`src/rtl/ni_local_if.sv`:
```
// Core-side and router-L-side signal bundle for the ni_local network interface.
// Optional stats counters (tx_cnt/rx_cnt) exist only when NI_STATS_EN is defined.
interface ni_local_if #(
    parameter int DATASIZE = 40
);
    logic                core_req_valid;
    logic                core_req_ready;
    logic [3:0]          core_req_dst;
    logic [21:0]         core_req_data;
    logic [1:0]          core_req_type;
    logic [DATASIZE-1:0] L_data_in;
    logic                L_valid_in;
    logic                router_full;
    logic [DATASIZE-1:0] L_data_out;
    logic                L_valid_out;
    logic                core_rx_valid;
    logic [3:0]          core_rx_src;
    logic [21:0]         core_rx_data;
    logic [1:0]          core_rx_type;
    logic [7:0]          core_rx_latency;
    logic [7:0]          misroute_cnt;
`ifdef NI_STATS_EN
    logic [15:0]         tx_cnt;
    logic [15:0]         rx_cnt;
`endif

    modport slave (
        input  core_req_valid,
        output core_req_ready,
        input  core_req_dst,
        input  core_req_data,
        input  core_req_type,
        output L_data_in,
        output L_valid_in,
        input  router_full,
        input  L_data_out,
        input  L_valid_out,
        output core_rx_valid,
        output core_rx_src,
        output core_rx_data,
        output core_rx_type,
        output core_rx_latency,
        output misroute_cnt
`ifdef NI_STATS_EN
        ,
        output tx_cnt,
        output rx_cnt
`endif
    );

    modport master (
        output core_req_valid,
        input  core_req_ready,
        output core_req_dst,
        output core_req_data,
        output core_req_type,
        input  L_data_in,
        input  L_valid_in,
        output router_full,
        output L_data_out,
        output L_valid_out,
        input  core_rx_valid,
        input  core_rx_src,
        input  core_rx_data,
        input  core_rx_type,
        input  core_rx_latency,
        input  misroute_cnt
`ifdef NI_STATS_EN
        ,
        input  tx_cnt,
        input  rx_cnt
`endif
    );
endinterface

```
`src/rtl/ni_local.sv`:
```
// Network interface: core inject queue + output register to router L port, eject with latency.
// Define NI_STATS_EN to add tx_cnt/rx_cnt handshake and delivery counters.
module ni_local #(
    parameter int         DATASIZE = 40,
    parameter logic [3:0] NODE_ID  = 4'd2,
    parameter int         DEPTH    = 4
) (
    input logic       clk,
    input logic       rst,
    ni_local_if.slave ni
);
    localparam int            AW   = $clog2(DEPTH);
    localparam logic [AW:0]   FULL = (AW+1)'(DEPTH);
    localparam logic [AW:0]   C1   = (AW+1)'(1);
    localparam logic [AW-1:0] P1   = AW'(1);

    typedef enum logic {OR_EMPTY, OR_LOADED} or_state_e;

    logic [7:0]          ts_q;
    logic [DATASIZE-1:0] mem_q [DEPTH];
    logic [AW-1:0]       wptr_q, rptr_q;
    logic [AW:0]         cnt_q, cnt_d;
    or_state_e           state_q, state_d;
    logic [DATASIZE-1:0] or_q, or_d;
    logic                ready, accept, hs, or_free;
    logic                bypass, push, pop;
    logic [DATASIZE-1:0] flit_new;

    assign ready    = cnt_q < FULL;
    assign accept   = ni.core_req_valid && ready;
    assign hs       = (state_q == OR_LOADED) && !ni.router_full;
    assign or_free  = (state_q == OR_EMPTY) || hs;
    assign pop      = or_free && (cnt_q != '0);
    assign bypass   = accept && (cnt_q == '0) && or_free;
    assign push     = accept && !bypass;
    assign flit_new = {NODE_ID, ni.core_req_dst, ts_q,
                       ni.core_req_data, ni.core_req_type};

    always_ff @(posedge clk or posedge rst) begin
        if (rst) ts_q <= 8'd0;
        else     ts_q <= ts_q + 8'd1;
    end

    // Storage array carries no reset; validity is tracked by the pointers.
    always_ff @(posedge clk) begin
        if (push) mem_q[wptr_q] <= flit_new;
    end

    always_comb begin
        cnt_d = cnt_q;
        unique case ({push, pop})
            2'b10:   cnt_d = cnt_q + C1;
            2'b01:   cnt_d = cnt_q - C1;
            default: cnt_d = cnt_q;
        endcase
    end

    always_ff @(posedge clk or posedge rst) begin
        if (rst) begin
            wptr_q <= '0;
            rptr_q <= '0;
            cnt_q  <= '0;
        end else begin
            if (push) wptr_q <= wptr_q + P1;
            if (pop)  rptr_q <= rptr_q + P1;
            cnt_q <= cnt_d;
        end
    end

    always_ff @(posedge clk or posedge rst) begin
        if (rst) begin
            state_q <= OR_EMPTY;
            or_q    <= '0;
        end else begin
            state_q <= state_d;
            or_q    <= or_d;
        end
    end

    // Queue head has priority over bypass; bypass only fires on an empty queue.
    always_comb begin
        state_d = state_q;
        or_d    = or_q;
        if (or_free) begin
            unique case (1'b1)
                pop: begin
                    state_d = OR_LOADED;
                    or_d    = mem_q[rptr_q];
                end
                bypass: begin
                    state_d = OR_LOADED;
                    or_d    = flit_new;
                end
                default: state_d = OR_EMPTY;
            endcase
        end
    end

    always_comb begin
        ni.L_valid_in     = (state_q == OR_LOADED);
        ni.L_data_in      = or_q;
        ni.core_req_ready = ready;
    end

    logic       rx_valid_q;
    logic [3:0] rx_src_q;
    logic [21:0] rx_data_q;
    logic [1:0] rx_type_q;
    logic [7:0] rx_lat_q;
    logic [7:0] mis_q;
    logic       ej_hit;

    assign ej_hit = ni.L_valid_out && (ni.L_data_out[35:32] == NODE_ID);

    always_ff @(posedge clk or posedge rst) begin
        if (rst) begin
            rx_valid_q <= 1'b0;
            rx_src_q   <= '0;
            rx_data_q  <= '0;
            rx_type_q  <= '0;
            rx_lat_q   <= '0;
            mis_q      <= '0;
        end else begin
            rx_valid_q <= ej_hit;
            if (ej_hit) begin
                rx_src_q  <= ni.L_data_out[39:36];
                rx_data_q <= ni.L_data_out[23:2];
                rx_type_q <= ni.L_data_out[1:0];
                rx_lat_q  <= ts_q - ni.L_data_out[31:24];
            end else if (ni.L_valid_out && mis_q != 8'hFF) begin
                mis_q <= mis_q + 8'd1;
            end
        end
    end

    assign ni.core_rx_valid   = rx_valid_q;
    assign ni.core_rx_src     = rx_src_q;
    assign ni.core_rx_data    = rx_data_q;
    assign ni.core_rx_type    = rx_type_q;
    assign ni.core_rx_latency = rx_lat_q;
    assign ni.misroute_cnt    = mis_q;

`ifdef NI_STATS_EN
    logic [15:0] tx_cnt_q, rx_cnt_q;

    always_ff @(posedge clk or posedge rst) begin
        if (rst) begin
            tx_cnt_q <= '0;
            rx_cnt_q <= '0;
        end else begin
            if (hs)     tx_cnt_q <= tx_cnt_q + 16'd1;
            if (ej_hit) rx_cnt_q <= rx_cnt_q + 16'd1;
        end
    end

    assign ni.tx_cnt = tx_cnt_q;
    assign ni.rx_cnt = rx_cnt_q;
`endif
endmodule

```
`src/flat_wrapper.sv`:
```
// flat-port wrapper written by rule: the top's interface ports become plain ports
module ni_local_flat 
#(
    parameter int         DATASIZE = 40,
    parameter logic [3:0] NODE_ID  = 4'd2,
    parameter int         DEPTH    = 4
)
  (clk, rst, ni_core_req_valid, ni_core_req_ready, ni_core_req_dst, ni_core_req_data, ni_core_req_type, ni_L_data_in, ni_L_valid_in, ni_router_full, ni_L_data_out, ni_L_valid_out, ni_core_rx_valid, ni_core_rx_src, ni_core_rx_data, ni_core_rx_type, ni_core_rx_latency, ni_misroute_cnt);
  ni_local_if #(.DATASIZE(DATASIZE)) ni_i ();
  input logic clk;
  input logic rst;
  input wire logic [$bits(ni_i.core_req_valid)-1:0] ni_core_req_valid;
  output wire logic [$bits(ni_i.core_req_ready)-1:0] ni_core_req_ready;
  input wire logic [$bits(ni_i.core_req_dst)-1:0] ni_core_req_dst;
  input wire logic [$bits(ni_i.core_req_data)-1:0] ni_core_req_data;
  input wire logic [$bits(ni_i.core_req_type)-1:0] ni_core_req_type;
  output wire logic [$bits(ni_i.L_data_in)-1:0] ni_L_data_in;
  output wire logic [$bits(ni_i.L_valid_in)-1:0] ni_L_valid_in;
  input wire logic [$bits(ni_i.router_full)-1:0] ni_router_full;
  input wire logic [$bits(ni_i.L_data_out)-1:0] ni_L_data_out;
  input wire logic [$bits(ni_i.L_valid_out)-1:0] ni_L_valid_out;
  output wire logic [$bits(ni_i.core_rx_valid)-1:0] ni_core_rx_valid;
  output wire logic [$bits(ni_i.core_rx_src)-1:0] ni_core_rx_src;
  output wire logic [$bits(ni_i.core_rx_data)-1:0] ni_core_rx_data;
  output wire logic [$bits(ni_i.core_rx_type)-1:0] ni_core_rx_type;
  output wire logic [$bits(ni_i.core_rx_latency)-1:0] ni_core_rx_latency;
  output wire logic [$bits(ni_i.misroute_cnt)-1:0] ni_misroute_cnt;
  assign ni_i.core_req_valid = ni_core_req_valid;
  assign ni_core_req_ready = ni_i.core_req_ready;
  assign ni_i.core_req_dst = ni_core_req_dst;
  assign ni_i.core_req_data = ni_core_req_data;
  assign ni_i.core_req_type = ni_core_req_type;
  assign ni_L_data_in = ni_i.L_data_in;
  assign ni_L_valid_in = ni_i.L_valid_in;
  assign ni_i.router_full = ni_router_full;
  assign ni_i.L_data_out = ni_L_data_out;
  assign ni_i.L_valid_out = ni_L_valid_out;
  assign ni_core_rx_valid = ni_i.core_rx_valid;
  assign ni_core_rx_src = ni_i.core_rx_src;
  assign ni_core_rx_data = ni_i.core_rx_data;
  assign ni_core_rx_type = ni_i.core_rx_type;
  assign ni_core_rx_latency = ni_i.core_rx_latency;
  assign ni_misroute_cnt = ni_i.misroute_cnt;
  ni_local #(.DATASIZE(DATASIZE), .NODE_ID(NODE_ID), .DEPTH(DEPTH)) u_core (.clk(clk), .rst(rst), .ni(ni_i));
endmodule
```
`config.mk`:
```
export PLATFORM = sky130hd
export DESIGN_NAME = ni_local_flat
export DESIGN_NICKNAME = d
export VERILOG_FILES = /design/src/rtl/ni_local_if.sv /design/src/rtl/ni_local.sv /design/src/flat_wrapper.sv
export SDC_FILE = /design/constraint.sdc
export NUM_CORES = 1
export LEC_CHECK = 0
export ABC_CLOCK_PERIOD_IN_PS = 3000
export CORE_ASPECT_RATIO = 2
export CORE_MARGIN = 2
export CORE_UTILIZATION = 48
export CTS_CLUSTER_SIZE = 16
export DETAILED_ROUTE_END_ITERATION = 10
export GPL_TIMING_DRIVEN = 0
export PLACE_DENSITY = 0.76
export RECOVER_POWER = 25
export SLEW_MARGIN = 10
export SYNTH_ARGS = -nofsm -noshare
export SYNTH_HDL_FRONTEND = slang
export SYNTH_SLANG_ARGS = --single-unit
```
`constraint.sdc`:
```
create_clock -name clk -period 3 [get_ports clk]
set_input_delay 0.45 -clock clk [delete_from_list [all_inputs] [get_ports clk]]
set_output_delay 0.45 -clock clk [all_outputs]
set_load 0.05 [all_outputs]
```
==> results of run 1 <==
stage by stage:
step / setup TNS (ns) / worst slack, ns
after global placement: -97.89 / -0.711
after CTS: 0 / 0.672
after detailed placement: 0 / 0.164
after floorplan: 0 / 0.343
final: 0 / 0.690
after global routing: 0 / 0.566
logic make-up after synthesis:
logic type / count (synthesis) / synth area share, %
compound gates: 61 / 3.48
other cells: 1 / 0.0385
mux: 73 / 12.2
fa+ha+maj: 16 / 2.21
flops: 242 / 69.6
xor+xnor: 24 / 2.16
simple gates: 172 / 7.42
buf+inv: 49 / 2.89
registers in the layout, indices dropped and copies added (netlist names):
name                       flops
u_core.ni.core_rx_valid        1
u_core.ni.core_rx_type         2
u_core.wptr_q                  2
u_core.mem_q                 144
u_core.ni.L_data_in           37
u_core.ni.L_valid_in           1
u_core.ni.core_rx_src          4
u_core.ni.core_rx_latency      8
u_core.ni.misroute_cnt         8
u_core.ts_q                    8
u_core.ni.core_rx_data        22
u_core.cnt_q                   3
u_core.rptr_q                  2
cells in the final DEF, fill, tap and decap left out, types with 4 or more instances in the layout:
cell	instances
xor2_1	8
o21ai_0	9
inv_1	17
buf_12	8
clkbuf_8	5
xnor2_1	16
buf_4	5
nor2_1	42
edfxtp_1	144
clkbuf_16	21
nand3_1	7
clkbuf_1	6
dlygate4sd3_1	29
mux4_2	36
buf_6	4
nand4_1	5
ha_1	14
buf_2	13
clkdlybuf4s50_1	127
a21oi_1	43
mux2i_1	36
dfrtp_1	98
nand2_1	101
and2_2	4
worst register-to-register path: cells and delay by family, from the launching register on:
family	cells	cell delay, ns
simple gates	2	0.70
compound gates	1	0.56
flops	1	0.40
buf+inv	1	0.24
layer usage:
layer | up-vias | GRT usage (%) | wire length [µm]
li1 | 2680 | - | -
met1 | 2840 | 21.7 | 7340
met2 | 203 | 37.0 | 11500
met3 | 25 | 3.93 | 1240
met4 | 0 | 5.00 | 383
met5 | - | 0 | 0
report_power, final:
group          internal [mW]  total (mW)  switching, mW
combinational           1.79        4.53           2.74
clock                   1.50        2.66           1.16
sequential              4.25        4.61          0.361
area by class of cell:
class                      instances  area [µm²]  share of cell area (%)
sequential                       242        6780                    54.3
multi-input combinational        349        2690                    21.6
timing repair buffer             163        1710                    13.7
clock buffer                      27         598                    4.79
tap                              262         328                    2.63
buffer                            31         214                    1.72
clock inverter                    11        88.8                   0.712
inverter                          18        68.8                   0.552
antenna                            1        2.50                  0.0201
final timing paths:
path | endpoint | slack (ns) | depth (start not counted)
min in group asynchronous | u_core.cnt_q[2] | 0.51 | 2
worst min register to register | u_core.ni.L_data_in[37] | 0.47 | 1
max in group asynchronous | u_core.ni.core_rx_data[14] | 1.68 | 4
worst max register to register | u_core.mem_q[3][20] | 0.76 | 4
worst max-delay path | u_core.mem_q[3][20] | 0.69 | 5
worst min-delay path | u_core.ni.L_data_in[37] | 0.47 | 1
==> qor.yml, run 1 <==
hold_viol: 0
root_buffer: "clkbuf_16"
synth_top_area_share_pct: 44.4
avgRoutedWirePerCell_um: 18.5
syn_inst: 638
drt_iter0_drc: 181
max_freq_mhz: 433
dieArea_um2: 21500
portBuffers: 156
yosys.area.top_type: "edfxtp_1"
critPathMaxStageDelay_ns: 0.58
yosys.cell_count.top_type: "edfxtp_1"
grt_pass1_vias: 6042
ys_seq_elements: 242
timing.rr.start: "u_core.ni.L_valid_in"
antenna_left: 0
yosys_warnings: 0
ir_drop_uv: 594
fin_util_pct: 62.6
synthArstFlopShare_pct: 40.5
holdWs_ns: 0.468
rsz0062_at_grt: "no"
crit_path_end_kind: "flip-flop"
drcViolationCount: 0
die_w_um: 105
crit_buf_inv: 2
grt_pass1_wl_mm: 32.5
tightest_slew_ns: 0.802
dp_cells: 1065
hp-class: "flip-flop to flip-flop"
crit_fanout: 20
post-route-cell-area_um2: 12500
grt_max_degree: 33
worstPathRequired_ns: 3.18
drive_gt1_share_pct: 13.3
synth_area_leaders: "edfxtp_1, dfrtp_1, mux4_2"
viasPerCell: 5.21
min_period_ns: 2.31
p_leak_nw: 5.02
cts.htree.levels: 1
syn_area_per_cell_um2: 15.3
clk_latency_ns: 0.50
startpoint: "ni_router_full"
finClkSkew_ns: 0.0236
fillers: 1546
hpwl_mm: 14.4
start_util_pct: 48.9
numCtsBuffers: 21
grt_antenna_before_repair: 2
vias: 5748
cts_buffer_depth: 3
cts_sinks: 242
period_share_pct: 77.0
start_kind: "input pin"
syn-cell-area_um2: 9730
worstPathArrival_ns: 2.49
dr.pass1.iters: 5
final_net_count: 915
cellPowerDensity_nw_per_um2: 946
worstHoldStart: "u_core.ni.L_data_in[37]"
syn_to_final_growth_pct: 28.1
postCtsHoldBufs: 0
gp_congestion: 0.776
die_height_um: 205
layoutNonFillerInstCount: 1104
dpl_cell_area_um2: 11800
drv_slew: 0
ys_top_cells_by_count: "edfxtp_1, nand2_1, dfrtp_1, a21oi_1, nor2_1"
yosysSeqAreaShare_pct: 69.6
slew_headroom_pct: 46.2
synthFlopType: "edfxtp_1"
synth-edff-count: 144
p_total_mw: 11.8
cpLargestDelayFamily: "buffers and inverters"
status: "finished, final reports clean"
crit_chain: "clkdlybuf4s50_1 > nand2_1 > a311oi_2 > and2_2 > buf_16"
setup.worst_path.class: "input pin to flip-flop"
post_cts_buffers: 0
core_um2: 19900
maxCapViolCount: 0
grt_overflow: 0
cts_resized: 0
cts_tree: "done"
clk_pin_slew_worst_paths_ns: 0.07
netlist-cell-type-count: 41
cp_slowest_cell: "and2_2"
finalSetupViolations: 0
totalWireLength_mm: 20.4
io_pins: 160
grt_util_all_layers_pct: 19.3
rows: 73
No activity file was read; power rests on OpenSTA's default activity.
==> run 2, diff against run 1 <==
--- a/config.mk
+++ b/config.mk
@@ -5,14 +5,14 @@
 export SDC_FILE = /design/constraint.sdc
 export NUM_CORES = 1
 export LEC_CHECK = 0
-export ABC_CLOCK_PERIOD_IN_PS = 3000
+export ABC_CLOCK_PERIOD_IN_PS = 2250
 export CORE_ASPECT_RATIO = 2
 export CORE_MARGIN = 2
-export CORE_UTILIZATION = 48
+export CORE_UTILIZATION = 53
 export CTS_CLUSTER_SIZE = 16
 export DETAILED_ROUTE_END_ITERATION = 10
 export GPL_TIMING_DRIVEN = 0
-export PLACE_DENSITY = 0.76
+export PLACE_DENSITY = 0.79
 export RECOVER_POWER = 25
 export SLEW_MARGIN = 10
 export SYNTH_ARGS = -nofsm -noshare
==> constraint.sdc (replaced) <==
create_clock -name clk -period 2.25 [get_ports clk]
set_input_delay 0.3375 -clock clk [delete_from_list [all_inputs] [get_ports clk]]
set_output_delay 0.3375 -clock clk [all_outputs]
set_load 0.05 [all_outputs]
==> qor.yml, run 2 (synthesis gave the netlist of run 1 again) <==
clk_pin_slew_worst_paths_ns: 0.06
die_w_um: 99.8
final_net_count: 911
post_cts_buffers: 0
start_kind: "flip-flop"
largest_register_ffs: 144
status: "finished, violations left"
clk_latency_ns: 0.51
root_buffer: "clkbuf_16"
grt_pass1_vias: 6349
setup.worst_path.class: "flip-flop to flip-flop"
vias: 5782
top_register: "u_core.mem_q"
hold_viol: 0
dieArea_um2: 19500
tightest_slew_ns: 1.34
start_util_pct: 53.7
p_leak_nw: 4.99
max_freq_mhz: 420
fillers: 1246
crit_path_end_kind: "flip-flop"
drcViolationCount: 0
gp_congestion: 0.762
drv_slew: 0
grt_max_degree: 40
postCtsHoldBufs: 0
rsz0062_at_grt: "yes"
drive_gt1_share_pct: 12.4
grt_pass1_wl_mm: 33.3
crit_fanout: 36
drt_iter0_drc: 208
fin_util_pct: 68.1
core_um2: 18100
worstPathRequired_ns: 2.37
hpwl_mm: 14.5
pre_cts_ws_ns: -0.709
grt_antenna_before_repair: 1
grt_overflow: 0
totalWireLength_mm: 21.3
cts_buffer_depth: 3
numCtsBuffers: 22
viasPerCell: 5.49
final_cell_mix: "edfxtp_1, clkdlybuf4s50_1, nand2_1"
slew_headroom_pct: 10.2
avgRoutedWirePerCell_um: 20.2
violations: "negative setup slack"
cts.htree.levels: 1
portBuffers: 156
setup_ws_ns: -0.132
period_share_pct: 106
syn_to_final_growth_pct: 26.8
min_period_ns: 2.38
cts_tree: "done"
rows: 70
die_height_um: 196
layout_commonest_cell: "edfxtp_1"
dr.pass1.iters: 4
worstPathArrival_ns: 2.50
p_total_mw: 15.8
hp-class: "input pin to flip-flop"
cellPowerDensity_nw_per_um2: 1280
finalSetupViolations: 108
finClkSkew_ns: 0.0199
holdWs_ns: 0.353
io_pins: 160
maxCapViolCount: 0
ir_drop_uv: 718
antenna_left: 0
cts_sinks: 242
grt_util_all_layers_pct: 22.1
[run 2: changes by cell type in the layout (fill, tap and decap cells not counted), moves of 2 or more]
cell	change
buf_12	-4
clkbuf_1	+4
clkbuf_16	+2
clkbuf_8	-2
[run 2: worst max-delay path, stage by stage, from the launching register on]
cell and delay, ns:
dfrtp_1 0.44, nand2_1 0.16, a311oi_4 0.47, and2_2 0.91
[run 2: final cells by class]
type	count	area, µm²	area share [%]
Multi-Input combinational cell	349	2700	21.9
Timing Repair Buffer	158	1600	13.0
Clock buffer	31	636	5.15
Sequential cell	242	6780	54.9
Clock inverter	8	67.6	0.548
Inverter	18	68.8	0.558
Tap cell	216	270	2.19
Buffer	31	214	1.73
Antenna cell	1	2.50	0.0203
[run 2: stage by stage]
step | instance area [µm²] | std cells | setup TNS (ns)
floorplan | 9750 | 640 | -5.97
global placement | 11600 | 1012 | -126.44
detailed placement | 11600 | 1014 | -100.68
CTS | 12300 | 1053 | -27.88
global route | 12300 | 1054 | -24.84
finish | 12300 | 1054 | -11.25
[run 2: worst paths after layout]
check / from / end / slack [ns] / cells past startpoint
max in group asynchronous: rst / u_core.ni.core_rx_src[2] / 1.03 / 3
min in group asynchronous: rst / u_core.ni.L_data_in[0] / 0.44 / 2
worst max-delay path: u_core.ni.L_valid_in / u_core.mem_q[2][21] / -0.13 / 3
worst min register to register: u_core.ni.core_rx_data[3] / u_core.ni.core_rx_data[3] / 0.48 / 2
worst min-delay path: ni_L_data_out[39] / u_core.ni.core_rx_src[3] / 0.35 / 3
worst max register to register: u_core.ni.L_valid_in / u_core.mem_q[2][21] / -0.13 / 3
[run 2: power breakdown]
part           switching, mW  total (mW)  leakage, nW  internal (mW)
Clock                   1.55        3.64        0.342           2.09
Sequential             0.515        6.19         2.48           5.67
Combinational           3.68        6.02         2.16           2.34
Total                   5.75        15.8         4.99           10.1
[run 2: layer usage]
layer  global-route usage, %  up-vias  wire [µm]
li1                        -     2661          -
met1                    24.7     2899       7600
met2                    41.0      185      12100
met3                    4.35       37       1150
met4                    7.91        0        468
met5                       0        -          0
[run 2: repair_timing]
item                                    4_1_cts  5_1_grt
endpoints found under the setup margin      144      148
endpoints found under the hold margin         0        0
resized for setup                             0        4
pin swaps                                     0        0
